`src/rtl/bus_arbiter.sv`:
```
// Two-master arbiter and access sequencer for the Bridge data bus.
// Each granted access holds the bus for LAT cycles and returns a registered ack with read data.
`timescale 1ns/1ps

module bus_arbiter #(
    parameter int LAT        = 1,
    parameter bit FIXED_PRIO = 1'b0
) (
    input  logic        clk,
    input  logic        rst_n,

    input  logic        m0_req,
    input  logic [31:0] m0_addr,
    input  logic        m0_wen,
    input  logic [31:0] m0_wdata,
    output logic [31:0] m0_rdata,
    output logic        m0_ack,

    input  logic        m1_req,
    input  logic [31:0] m1_addr,
    input  logic        m1_wen,
    input  logic [31:0] m1_wdata,
    output logic [31:0] m1_rdata,
    output logic        m1_ack,

    output logic [31:0] Bus_addr,
    output logic        Bus_wen,
    output logic [31:0] Bus_wdata,
    input  logic [31:0] Bus_rdata,

    output logic        busy,
    output logic        gnt_id,
    output logic        cpu_stall
);

    typedef enum logic {
        IDLE = 1'b0,
        BUSY = 1'b1
    } state_t;

    localparam logic [3:0] CNT_LOAD = 4'(LAT - 1);

    state_t      state, state_nxt;
    logic [3:0]  cnt, cnt_nxt;
    logic        last, last_nxt;
    logic        owner, owner_nxt;
    logic [31:0] acc_addr, acc_addr_nxt;
    logic [31:0] acc_wdata, acc_wdata_nxt;
    logic        acc_wen, acc_wen_nxt;

    logic        elig0, elig1;
    logic        grant, winner;
    logic        done;

    // A master whose ack is high this cycle is not eligible, so a held req cannot re-grant.
    assign elig0 = m0_req & ~m0_ack;
    assign elig1 = m1_req & ~m1_ack;
    assign grant = elig0 | elig1;
    assign done  = (state == BUSY) && (cnt == 4'd0);

    always_comb begin
        if (elig0 && elig1) begin
            winner = FIXED_PRIO ? 1'b0 : ~last;
        end else begin
            winner = elig1;
        end
    end

    // NOTE: every signal driven here is given a default first, so no path leaves it unassigned and no latch is inferred.
    always_comb begin
        state_nxt     = state;
        cnt_nxt       = cnt;
        last_nxt      = last;
        owner_nxt     = owner;
        acc_addr_nxt  = acc_addr;
        acc_wdata_nxt = acc_wdata;
        acc_wen_nxt   = acc_wen;

        case (state)
            IDLE: begin
                if (grant) begin
                    state_nxt     = BUSY;
                    cnt_nxt       = CNT_LOAD;
                    last_nxt      = winner;
                    owner_nxt     = winner;
                    acc_addr_nxt  = winner ? m1_addr  : m0_addr;
                    acc_wdata_nxt = winner ? m1_wdata : m0_wdata;
                    acc_wen_nxt   = winner ? m1_wen   : m0_wen;
                end
            end
            BUSY: begin
                if (cnt != 4'd0) begin
                    cnt_nxt = cnt - 4'd1;
                end else begin
                    state_nxt = IDLE;
                end
            end
            default: state_nxt = IDLE;
        endcase
    end

    // NOTE: state registers use non-blocking assignments so every flop samples pre-edge values.
    always_ff @(posedge clk or negedge rst_n) begin
        if (!rst_n) begin
            state     <= IDLE;
            cnt       <= 4'd0;
            last      <= 1'b1;
            owner     <= 1'b0;
            acc_addr  <= 32'd0;
            acc_wdata <= 32'd0;
            acc_wen   <= 1'b0;
        end else begin
            state     <= state_nxt;
            cnt       <= cnt_nxt;
            last      <= last_nxt;
            owner     <= owner_nxt;
            acc_addr  <= acc_addr_nxt;
            acc_wdata <= acc_wdata_nxt;
            acc_wen   <= acc_wen_nxt;
        end
    end

    // Completion: ack the owner one cycle after the final BUSY cycle; only reads update rdata.
    always_ff @(posedge clk or negedge rst_n) begin
        if (!rst_n) begin
            m0_ack   <= 1'b0;
            m1_ack   <= 1'b0;
            m0_rdata <= 32'd0;
            m1_rdata <= 32'd0;
        end else begin
            m0_ack <= done & ~owner;
            m1_ack <= done &  owner;
            if (done && !acc_wen) begin
                if (owner) begin
                    m1_rdata <= Bus_rdata;
                end else begin
                    m0_rdata <= Bus_rdata;
                end
            end
        end
    end

    assign busy      = (state == BUSY);
    assign gnt_id    = owner;
    assign Bus_addr  = busy ? acc_addr  : 32'd0;
    assign Bus_wdata = busy ? acc_wdata : 32'd0;
    assign Bus_wen   = done & acc_wen;
    assign cpu_stall = m0_req & ~m0_ack;

endmodule

```
`config.mk`:
```
export PLATFORM = sky130hd
export DESIGN_NAME = bus_arbiter
export DESIGN_NICKNAME = d
export VERILOG_FILES = /design/src/rtl/bus_arbiter.sv
export SDC_FILE = /design/constraint.sdc
export NUM_CORES = 1
export LEC_CHECK = 0
export ABC_AREA = 1
export BUFFER_PORTS_ARGS = -buffer_cell sky130_fd_sc_hd__buf_2
export CAP_MARGIN = 20
export CORE_MARGIN = 4
export CORE_UTILIZATION = 50
export CTS_CLUSTER_DIAMETER = 200
export DETAILED_ROUTE_END_ITERATION = 10
export PLACE_DENSITY = 0.94
export SLEW_MARGIN = 10
export SYNTH_ARGS = -nofsm -noshare
export SYNTH_HDL_FRONTEND = slang
export SYNTH_SLANG_ARGS = --single-unit
```
`constraint.sdc`:
```
create_clock -name clk -period 3.28 [get_ports clk]
set_input_delay 0 -clock clk [delete_from_list [all_inputs] [get_ports clk]]
set_output_delay 0 -clock clk [all_outputs]
set_load 0.005 [all_outputs]
```
==> results.py <==
metrics = {
    "critical_path": {
        "r2r_setup_slack_ns": 0.53,
        "endpoint_kind": "register",
        "cp_max_fo": 57,
        "critPathKind": "register to register",
        "worst_ep_arrival_time_ns": 3.05,
        "cp.required_ns": 3.58,
        "start_kind": "register",
    },
    "synthesis": {
        "yosysWarningCount": 0,
        "synth_nets": 1122,
        "synthesis.area_um2": 7040,
        "syn_inst": 955,
        "synth_area_leaders": "dfrtp_1, nand2_1, inv_1",
        "synth_edf_count": 0,
        "synth_area_per_cell_um2": 7.37,
        "yosys.area.top_type": "dfrtp_1",
        "yosysSeqAreaShare_pct": 49.1,
        "ys_types": 21,
        "synth_flop_cell": "dfrtp_1",
        "netlist.area_leader.share_pct": 48.7,
        "synth_seq_cells": 138,
        "synthArstFlopShare_pct": 100,
    },
    "place": {
        "place_area_um2": 8470,
        "post-place-cells": 1386,
        "gp_congestion": 0.882,
        "io_buffers": 299,
        "place_ws_ns": 1.12,
        "hpwl_mm": 14.0,
    },
    "drt": {
        "vias_per_cell": 5.33,
        "drt_wl_total_mm": 27.3,
        "drtAntennaViolNets": 0,
        "wire_per_inst_um": 17.3,
        "vias": 8428,
        "first_pass_iters": 6,
        "drt_iter0_markers": 881,
        "drc": 0,
    },
    "cts": {
        "cts_tree": "done",
        "clock_latency_ns": 0.42,
        "cts_max_path_buffers": 2,
        "numClockSinks": 138,
        "cts_buffers": 17,
        "post_cts_buffers": 0,
        "cts_hold_buf": 160,
        "root_buffer": "clkbuf_16",
        "clkTransAtPathRegs_ns": 0.06,
        "ctsResizeCount": 0,
        "cts.htree.levels": 4,
    },
    "sta": {
        "hold-worst-slack_ns": 0.0306,
        "timing.setup.tns_ns": 0,
        "rsz0062_at_grt": "false",
        "fin_ws_ns": 0.526,
        "relSlewSlack_pct": 26.0,
        "drv_slew": 0,
        "setup-violations-final": 0,
        "period_share_pct": 84.0,
        "fin_crit_ns": 2.75,
        "fmax_mhz": 363,
        "final-hold-violation-count": 0,
        "max_slew.worst_pin.slew_ns": 1.11,
        "finClkSkew_ns": 0.00680,
    },
    "global_routing": {
        "grt-ovfl-total": 0,
        "antenna_found_initial": 3,
        "grt_max_degree": 116,
        "grt_pass1_wl_mm": 42.5,
        "first_global_vias": 8653,
        "grt_usage_pct": 33.5,
    },
    "finish": {
        "stdcell_count": 1582,
        "fill_cells": 789,
        "fin_area_um2": 10700,
        "ff_latch_area_um2": 3460,
        "layout-drive-gt1-share_pct": 25.4,
        "final_cell_mix": "nand2_1, buf_2, dlygate4sd3_1",
        "area_delta_synth_final_pct": 52.0,
        "final_common_cell": "nand2_1",
        "multi_input_area_um2": 2780,
        "fin_nets": 1553,
    },
    "hold_path": {
        "hold_class": "input port to register",
    },
    "floorplan": {
        "die-area_um2": 16000,
        "die_x_um": 127,
        "coreArea_um2": 13800,
        "rows": 43,
        "ios": 300,
        "die-height_um": 127,
        "initial_utilization_pct": 50.9,
    },
    "power_and_ir_drop": {
        "irDropWorstVdd_mv": 0.420,
        "p_per_area_nw_per_um2": 830,
        "leakagePower_nw": 6.32,
    },
    "job": {
        "max-cap-violations": 0,
    },
    "status": {
        "status": "complete, no violations",
    },
}
cells in the mapped netlist (2+ instances only):
cell / count
o21ai_0: 4
clkbuf_1: 11
inv_2: 3
nor2_1: 3
nand2_1: 502
buf_6: 12
dfrtp_1: 137
nor2_4: 5
buf_2: 24
nand3_1: 69
nand2_4: 2
buf_4: 8
inv_1: 120
nand3b_1: 47
nand4_1: 2
power by group:
part           internal (mW)  switching, mW  total, mW
Sequential              2.56          0.537       3.09
Clock                   1.18          0.721       1.90
Combinational           1.60           2.29       3.89
registers in the layout, indices dropped and copies added, names as in the netlist, 4 cells and up:
name	cells
acc_wdata	32
acc_addr	32
m1_rdata	32
m0_rdata	32
cnt	4
cell families (layout without fill, tap and decap cells):
logic type / count (synthesis) / in the layout / synth area share (%)
other: 0 / 3 / 0
AND/OR/NAND/NOR: 633 / 633 / 38.8
flip-flops: 138 / 138 / 49.1
AO/OA/AOI/OAI: 5 / 5 / 0.373
adder cells (fa/ha/maj): 1 / 1 / 0.178
buffers and inverters: 178 / 622 / 11.6
metrics by stage:
step                      power (mW)  util (%)
after floorplan                 4.99         -
final                           8.89      77.4
after global placement          6.22      61.3
after detailed placement        6.40      61.3
after global routing            9.46      77.4
after CTS                       8.63      77.1
critical path: stages (launching register included):
cell and delay, ns:
dfstp_2 0.54, nand3_2 0.09, nand2_2 0.79, buf_4 0.32, nand2_1 0.08, nand3_1 0.11, dlygate4sd3_1 0.60, nand2_1 0.06
path summary, 6_finish.rpt:
check | from | end | cells past startpoint
setup / recovery | last | acc_wdata[24] | 7
hold / removal | m1_wdata[6] | acc_wdata[6] | 4
setup reg to reg | last | acc_wdata[24] | 7
hold reg to reg | m0_rdata[26] | m0_rdata[26] | 2
max in group asynchronous | rst_n | last | 3
min in group asynchronous | rst_n | acc_wdata[10] | 2
per-layer routing:
metal,part of all wire [%],GRT usage [%],up-vias,wire length [µm]
met2,50,58.5,646,13700
met1,33,35.6,3878,9080
li1,-,-,3715,-
met5,0,0,-,0
met4,7.4,22.3,0,2030
met3,9.1,8.38,189,2490
area by class of cell:
class / instances / share of cell area, %
Clock buffer: 21 / 4.40
Inverter: 123 / 4.31
Antenna cell: 3 / 0.0702
Timing Repair Buffer: 467 / 29.8
Sequential cell: 138 / 32.3
Clock inverter: 11 / 1.12
Tap cell: 180 / 2.10
Multi-Input combinational cell: 639 / 25.9
Power figures use the tool's default switching activity.
